--- src/rtl/mem_port_arbiter_pkg.sv ---
// Shared types for the IF/MEM memory port arbiter.
// DATA_WIDTH falls back to 32 when no project-wide define is present.
`ifndef DATA_WIDTH
`define DATA_WIDTH 32
`endif

package mem_port_arbiter_pkg;

   typedef enum logic [1:0] {
      ARB_IDLE,
      ARB_MEM_WAIT,
      ARB_IF_WAIT,
      ARB_RESP
   } arb_state_t;

   typedef enum logic {
      GRANT_IF,
      GRANT_MEM
   } arb_grant_t;

   localparam int ARB_DATA_WIDTH = `DATA_WIDTH;
   localparam int ARB_ADDR_WIDTH = 32;

   // Requester that wins a simultaneous request: whoever was not served last.
   function automatic arb_grant_t arb_other(input arb_grant_t g);
      return (g == GRANT_IF) ? GRANT_MEM : GRANT_IF;
   endfunction

endpackage

--- src/rtl/mem_port_arbiter_watchdog.sv ---
// Wait-cycle counter for a bus transaction; flags expiry when the count reaches LIMIT.
// Only instantiated when ARB_TIMEOUT_EN is defined.
module mem_arb_watchdog #(
   parameter int LIMIT = 255
) (
   input  logic clk,
   input  logic rst,
   input  logic clear,
   input  logic tick,
   output logic expired
);

   localparam int CW = (LIMIT < 1) ? 1 : $clog2(LIMIT + 1);

   logic [CW-1:0] count_reg;

   assign expired = (count_reg == CW'(LIMIT));

   always_ff @(posedge clk or negedge rst) begin
      if (!rst) begin
         count_reg <= '0;
      end else if (clear) begin
         count_reg <= '0;
      end else if (tick && !expired) begin
         count_reg <= count_reg + 1'b1;
      end
   end

endmodule

--- src/rtl/mem_port_arbiter.sv ---
// Round-robin arbiter sharing one req/ack memory bus between IF (read-only) and MEM.
// Optional per-transaction timeout enabled by defining ARB_TIMEOUT_EN.
module mem_port_arbiter
   import mem_port_arbiter_pkg::*;
#(
   parameter int DATA_WIDTH = ARB_DATA_WIDTH,
   parameter int ADDR_WIDTH = ARB_ADDR_WIDTH,
   parameter int TIMEOUT    = 255
) (
   input  logic                  clk,
   input  logic                  rst,
   input  logic                  i_if_req,
   input  logic [ADDR_WIDTH-1:0] i_if_addr,
   output logic [DATA_WIDTH-1:0] o_if_rdata,
   output logic                  o_if_done,
   input  logic                  i_mem_req,
   input  logic                  i_mem_we,
   input  logic [ADDR_WIDTH-1:0] i_mem_addr,
   input  logic [DATA_WIDTH-1:0] i_mem_wdata,
   output logic [DATA_WIDTH-1:0] o_mem_rdata,
   output logic                  o_mem_done,
   output logic                  o_stall_if,
   output logic                  o_stall_mem,
   output logic                  o_bus_req,
   output logic                  o_bus_we,
   output logic [ADDR_WIDTH-1:0] o_bus_addr,
   output logic [DATA_WIDTH-1:0] o_bus_wdata,
   input  logic                  i_bus_ack,
   input  logic [DATA_WIDTH-1:0] i_bus_rdata,
   output logic                  o_bus_err
);

   arb_state_t state_reg;
   arb_grant_t last_grant_reg;
   logic       in_wait;
   logic       timeout_hit;

   assign in_wait     = (state_reg == ARB_MEM_WAIT) || (state_reg == ARB_IF_WAIT);
   assign o_stall_if  = i_if_req  & ~o_if_done;
   assign o_stall_mem = i_mem_req & ~o_mem_done;

`ifdef ARB_TIMEOUT_EN
   mem_arb_watchdog #(
      .LIMIT (TIMEOUT)
   ) u_watchdog (
      .clk     (clk),
      .rst     (rst),
      .clear   (state_reg == ARB_IDLE),
      .tick    (in_wait && !i_bus_ack),
      .expired (timeout_hit)
   );
`else
   assign timeout_hit = 1'b0;
`endif

   always_ff @(posedge clk or negedge rst) begin
      if (!rst) begin
         state_reg      <= ARB_IDLE;
         last_grant_reg <= GRANT_IF;
         o_if_rdata     <= '0;
         o_if_done      <= 1'b0;
         o_mem_rdata    <= '0;
         o_mem_done     <= 1'b0;
         o_bus_req      <= 1'b0;
         o_bus_we       <= 1'b0;
         o_bus_addr     <= '0;
         o_bus_wdata    <= '0;
         o_bus_err      <= 1'b0;
      end else begin
         o_if_done  <= 1'b0;
         o_mem_done <= 1'b0;
         o_bus_err  <= 1'b0;
         case (state_reg)
            ARB_IDLE: begin
               if (i_mem_req && (!i_if_req || arb_other(last_grant_reg) == GRANT_MEM)) begin
                  state_reg      <= ARB_MEM_WAIT;
                  last_grant_reg <= GRANT_MEM;
                  o_bus_req      <= 1'b1;
                  o_bus_we       <= i_mem_we;
                  o_bus_addr     <= i_mem_addr;
                  o_bus_wdata    <= i_mem_wdata;
               end else if (i_if_req) begin
                  state_reg      <= ARB_IF_WAIT;
                  last_grant_reg <= GRANT_IF;
                  o_bus_req      <= 1'b1;
                  o_bus_we       <= 1'b0;
                  o_bus_addr     <= i_if_addr;
                  o_bus_wdata    <= '0;
               end
            end
            ARB_MEM_WAIT, ARB_IF_WAIT: begin
               // Ack takes priority over an expiry in the same cycle.
               if (i_bus_ack || timeout_hit) begin
                  state_reg <= ARB_RESP;
                  o_bus_req <= 1'b0;
                  o_bus_err <= ~i_bus_ack;
                  if (state_reg == ARB_MEM_WAIT) begin
                     o_mem_done  <= 1'b1;
                     o_mem_rdata <= i_bus_ack ? i_bus_rdata : '0;
                  end else begin
                     o_if_done  <= 1'b1;
                     o_if_rdata <= i_bus_ack ? i_bus_rdata : '0;
                  end
               end
            end
            ARB_RESP: begin
               state_reg <= ARB_IDLE;
            end
            default: begin
               state_reg <= ARB_IDLE;
               o_bus_req <= 1'b0;
            end
         endcase
      end
   end

endmodule
--- config.mk ---
export PLATFORM = sky130hd
export DESIGN_NAME = mem_port_arbiter
export DESIGN_NICKNAME = d
export VERILOG_FILES = /design/src/rtl/mem_port_arbiter_pkg.sv /design/src/rtl/mem_port_arbiter_watchdog.sv /design/src/rtl/mem_port_arbiter.sv
export SDC_FILE = /design/constraint.sdc
export NUM_CORES = 1
export LEC_CHECK = 0
export CORE_UTILIZATION = 43
export CTS_CLUSTER_SIZE = 16
export DETAILED_ROUTE_END_ITERATION = 10
export PLACE_DENSITY = 0.84
export SYNTH_ARGS = -nofsm -noshare
export SYNTH_HDL_FRONTEND = slang
export SYNTH_SLANG_ARGS = --single-unit
--- constraint.sdc ---
create_clock -name clk -period 2.7 [get_ports clk]
set_input_delay 0.54 -clock clk [delete_from_list [all_inputs] [get_ports clk]]
set_output_delay 0.54 -clock clk [all_outputs]
set_load 0.02 [all_outputs]
==> metrics.md <==
| Metric | Value |
|---|---|
| Status | `finished, final reports clean` |
| CTS tree | `built` |
| Post-CTS sizing | `0` |
| Count of fill cells added during filler insertion | `815` |
| Antenna cells | `0` |
| Arrival time reported for the critical path endpoint | `1.88 ns` |
| DR WL/cell | `18.0 um` |
| Final Hold Viols | `0` |
| Actual slew at the worst max-slew pin | `1.21 ns` |
| Flop and latch count out of synthesis | `135` |
| Maximum root-to-sink buffer count | `2` |
| Worst Setup Path Type | `primary input to output pin` |
| Number of nets with antenna violations after routing | `0` |
| Synthesis warning total | `0` |
| Number of CTS-inserted buffers | `17` |
| Final weighted congestion of routability-driven global placement | `0.787` |
| All-layer global routing usage | `24.2%` |
| Synthesized area divided by synthesized cell count | `12.6 um^2` |
| Effective utilization at floorplan | `44.1%` |
| Maximum fanout count along the critical path | `3` |
| Nets@finish | `823` |
| Hold buffers post-CTS | `0` |
| Logic depth of the worst register-to-register path | `4` |
| Final setup viols | `0` |
| Clk slew on worst S/H paths | `0.06 ns` |
| Cell area after synthesis | `0.00530 mm^2` |
| Vias | `4390` |
| Net count after synthesis | `555` |
| Final Cycle Share | `89.6%` |
| Endpoint of the worst register-to-register path | `o_bus_wdata[9]` |
| Share of final-layout standard cells stronger than drive strength 1 | `15.9%` |
| Setup crit start | `i_mem_req` |
| Seq/Total Area, Yosys | `63.8%` |
| Count of unique library cells instantiated by Yosys | `26` |
| Via count of the first global-routing pass | `4615` |
| Total core area | `0.0120 mm^2` |
| PD cells | `1310 mW/mm^2` |
| Unrepaired setup endpoints after global routing | `false` |
| Largest net degree at the start of global routing | `67` |
| Worst slew margin relative to its limit | `19.5%` |
| Leftover overflow at the end of global routing | `0` |
| Total Wirelength | `15200 um` |
| Count of maximum capacitance violations | `0` |
| Cell row count | `40` |
| Root cell of the clock tree | `sky130_fd_sc_hd__clkbuf_16` |
| Area after DPL | `0.00812 mm^2` |
| Element type at the critical path start | `primary input` |
| Register-to-register path setup slack | `0.62 ns` |
| Worst setup EP type | `output pin` |
| Number of remaining DRC errors | `0` |
| Most common library cell in the layout ignoring fill and taps | `sky130_fd_sc_hd__clkdlybuf4s50_1` |
| Die Y-Extent | `113 um` |
| Start of the worst register-to-register path | `state_reg[1]` |
| Count of boundary I/O pins | `269` |
| Post-synthesis cell count | `419` |
| Overall die width | `113 um` |
| Clock Sinks | `135` |
| DR vias/cell | `5.18` |
| Total non-filler cell area in the finished layout | `0.00873 mm^2` |
| Shortest period the worst path allows | `2.42 ns` |
| DRC violation total after the first TritonRoute iteration | `154` |
| Post-detailed-placement half-perimeter wirelength | `10800 um` |
| Clock insertion delay at the later pin of the skew report | `0.41 ns` |
| Total number of H-tree levels | `4` |
| Antenna violations before repair | `0` |
| Number of max-slew violations in the final report | `0` |
| Leakage component of the power | `3.76 nW` |
| First-pass GRT wire length | `23400 um` |
| IO buf count | `267` |
| Number of setup buffers added after CTS | `0` |
| Worst min-delay path class | `primary input to async pin` |
| Area of the die | `0.0128 mm^2` |
| Setup TNS | `0 ns` |
| Signed area change from the synthesized netlist to the final layout | `64.8%` |
| VDD IR max | `0.806 mV` |
| Layout Skew | `0.00897 ns` |
| Required time of the critical path | `2.16 ns` |
| Max Freq | `413 MHz` |
| Highest-count cells in the layout ignoring fill and taps | `sky130_fd_sc_hd__clkdlybuf4s50_1, sky130_fd_sc_hd__dfrtp_1, sky130_fd_sc_hd__a21oi_1` |
| Number of iterations in the first detailed-routing pass | `4` |
cells by family after synthesis:
logic type / synth area share, %
and+or+nand+nor: 5.67
adders and majority gates: 0.472
muxes: 13.6
DFF: 63.8
buffers and inverters: 3.33
AOI/OAI and AO/OA: 13.1
other: 0.0708
cell type report:
type	instances	area, um^2	area share, %
flip-flops and latches	135	3380	38.7
repair buffers	277	2780	31.9
multi-input cells	251	1760	20.1
clock buffers	19	443	5.07
well taps	147	184	2.11
clock inverters	13	169	1.93
inverters	5	18.8	0.215
where the power goes:
group / leakage, nW / switching (mW) / internal [mW]
clock: 0.299 / 0.882 / 1.49
sequential: 1.62 / 0.547 / 3.00
combinational: 1.85 / 2.71 / 2.77
critical path, cell delays in order:
cell                              delay, ns
sky130_fd_sc_hd__clkdlybuf4s50_1       0.57
sky130_fd_sc_hd__nor2b_1               0.16
sky130_fd_sc_hd__clkdlybuf4s50_1       0.61
Yosys cell counts, drive strengths merged:
master,count,area [um^2]
ha,2,25.0
dfrtp,135,3380
nand2b,1,6.26
a21bo,2,20.0
inv,5,18.8
o21ai,2,10.0
o21a,1,7.51
conb,1,3.75
clkbuf,3,11.3
nor2b,2,12.5
nor2,34,128
nand3b,1,7.51
a21boi,1,11.3
mux2,64,721
or3b,1,8.76
a21oi,68,340
nand2,35,131
o2bb2ai,1,8.76
a21o,1,7.51
and2,1,6.26
buf,25,146
a22o,33,289
through the flow:
stage	util [%]	power (mW)	hold WS, ns	instances	setup slack, ns
5_1_grt	72.7	12.0	0.189	847	0.238
3_3_place_gp	67.6	8.85	0.488	815	0.187
2_1_floorplan	-	6.39	0.244	419	1.12
6_report	72.7	11.4	0.138	847	0.281
3_5_place_dp	67.6	9.07	0.491	815	0.0719
4_1_cts	72.7	11.5	0.156	847	0.280
worst max path at each step:
stage	to	slack, ns	cells past startpoint
final	o_stall_mem	0.28	3
after global routing	o_stall_mem	0.24	3
after CTS	o_stall_mem	0.28	3
after detailed placement	o_bus_wdata[9]	0.07	4
after global placement	o_bus_wdata[0]	0.19	4
after floorplan	o_if_rdata[10]	1.12	5
metal layers:
layer | GRT usage, % | wire, um | vias up
li1 | - | - | 1999
met1 | 26.7 | 5740 | 2142
met2 | 41.8 | 7650 | 210
met3 | 8.25 | 1320 | 39
met4 | 11.9 | 502 | 0
met5 | 0 | 0 | -
(Power assumes the default switching activity.)
==> RTL edit (same settings) <==
Re-encode `arb_state_t` (4 states) as Gray code, 2 bits wide.
--- a/src/rtl/mem_port_arbiter_pkg.sv
+++ b/src/rtl/mem_port_arbiter_pkg.sv
@@ -8,8 +8,8 @@
 
    typedef enum logic [1:0] {
-      ARB_IDLE,
-      ARB_MEM_WAIT,
-      ARB_IF_WAIT,
-      ARB_RESP
+      ARB_IDLE     = 2'b00,
+      ARB_MEM_WAIT = 2'b01,
+      ARB_IF_WAIT  = 2'b11,
+      ARB_RESP     = 2'b10
    } arb_state_t;
 
Check against the original RTL: no difference found for any inputs over 4 cycles, from zero or initial values and one cycle with rst low; so few cycles prove little.
==> RTL edit against the unedited design <==
- setup slack worse by 0.021 ns
- cell area is 2.0% higher
- largest power group unchanged
- sequential cell count stayed put
- critical path type unchanged
- global-route usage is 0.90 points higher
- total power is 4.2% higher
- count of clock-buffer cells in the layout is 1 higher
- cell count is 1.5% higher
- combinational power is 1% higher
- area after synthesis is 3.9% higher
- routed wire length is 5.0% higher
- sequential power is 3% higher
==> RTL edit: results (changes against the unedited design) <==
Power
  – Peak supply drop: 0.825 mV (was 0.806 mV)

Timing
  – Worst rel slew slack: 0.542 (was 0.195)
  – Clk_skew: 0.00863 ns (was 0.00897 ns)

Yosys
  – Synth area leaders: dfrtp_1 61%, mux2_2 8.8%, mux2_4 5.5%, a22o_1 5.3%, nand2_1 4.6% (was dfrtp_1 64%, mux2_2 14%, a21oi_1 6.4%, a22o_1 5.5%, nand2_1 2.5%)
  – Seq/Total Area, Yosys: 0.614 (was 0.638)
  – Syn Nets: 550 (was 555)
  – Post-Synthesis Cells: 416 (was 419)
  – Cell variety after synth: 30 (was 26)
  – Commonest cells in the netlist: 135 x dfrtp_1, 68 x nand2_1, 43 x mux2_2, 33 x a22o_1, 32 x a21oi_1 (was 135 x dfrtp_1, 68 x a21oi_1, 64 x mux2_2, 35 x nand2_1, 34 x nor2_1)

Setup path
  – Crit Path Max Fanout: 5 (was 3)
  – Cell count of the worst reg-to-reg path: 5 (was 4)
  – Slowest stage delay, CP: 0.65 ns (was 0.61 ns)
  – R2r endpoint: o_bus_addr[5] (was o_bus_wdata[9])
  – Critical path origin: i_if_req (was i_mem_req)
  – R2r setup slk: 0.86 ns (was 0.62 ns)

Status
  – Outcome: completed (unchanged)

Final layout
  – Layout Nets: 813 (was 823)
  – Fin cells: 860 (was 847)
  – Layout fillers: 790 (was 815)

Place
  – DP Area: 0.00822 mm2 (was 0.00812 mm2)
  – DP HPWL: 11300 um (was 10800 um)

Drt
  – DR vias/cell: 5.13 (was 5.18)
  – Drt initial violations: 201 (was 154)

Global route
  – Maximum number of pins on one net before global-route repair: 59 (was 67)
  – First-pass GRT wire length: 24800 um (was 23400 um)
  – Vias in the first global route: 4774 (was 4615)
-- RTL edit: worst max path at each step --
stage,to,slack [ns],depth (start not counted)
finish,o_stall_if,0.26,3
global placement,o_stall_if,0.27,3
floorplan,o_mem_rdata[10],1.21,5
global route,o_stall_mem,0.19,3
detailed placement,o_stall_if,0.25,3
CTS,o_stall_if,0.25,3
-- RTL edit: worst max-delay path, delay by kind of cell --
family / cells / cell delay [ns]
AND/OR/NAND/NOR: 1 / 0.15
buffers and inverters: 2 / 1.21
-- RTL edit: cells by family after synthesis --
group           after synthesis  share of synthesized area
simple gates                 79                     0.0641
flops                       135                      0.614
other cells                   1                   0.000681
mux                          64                      0.145
buf+inv                      35                     0.0480
compound gates              102                      0.129
-- RTL edit: cell type report --
class,count,share of cell area
Sequential cell,135,0.379
Clock inverter,12,0.0249
Inverter,3,0.00154
Timing Repair Buffer,276,0.309
Tap cell,168,0.0236
Clock buffer,20,0.0524
Multi-Input combinational cell,246,0.209
-- RTL edit: stage by stage --
step | hold slack (ns) | utilization
2_1_floorplan | 0.244 | -
3_3_place_gp | 0.472 | 0.671
3_5_place_dp | 0.483 | 0.671
4_1_cts | 0.0719 | 0.727
5_1_grt | 0.0929 | 0.727
6_report | 0.0613 | 0.727
-- RTL edit: power breakdown --
group          switching (mW)  internal, mW  leakage (nW)
Combinational            2.71          2.83          1.86
Sequential              0.629          3.04          1.62
Clock                   0.872          1.80         0.328
Total                    4.21          7.68          3.81
-- RTL edit: layer usage --
layer,vias to the layer above,track usage,share of wire
li1,2001,-,-
met1,2165,0.274,0.37
met2,220,0.440,0.50
met3,30,0.0986,0.096
met4,0,0.0978,0.025
met5,-,0,0
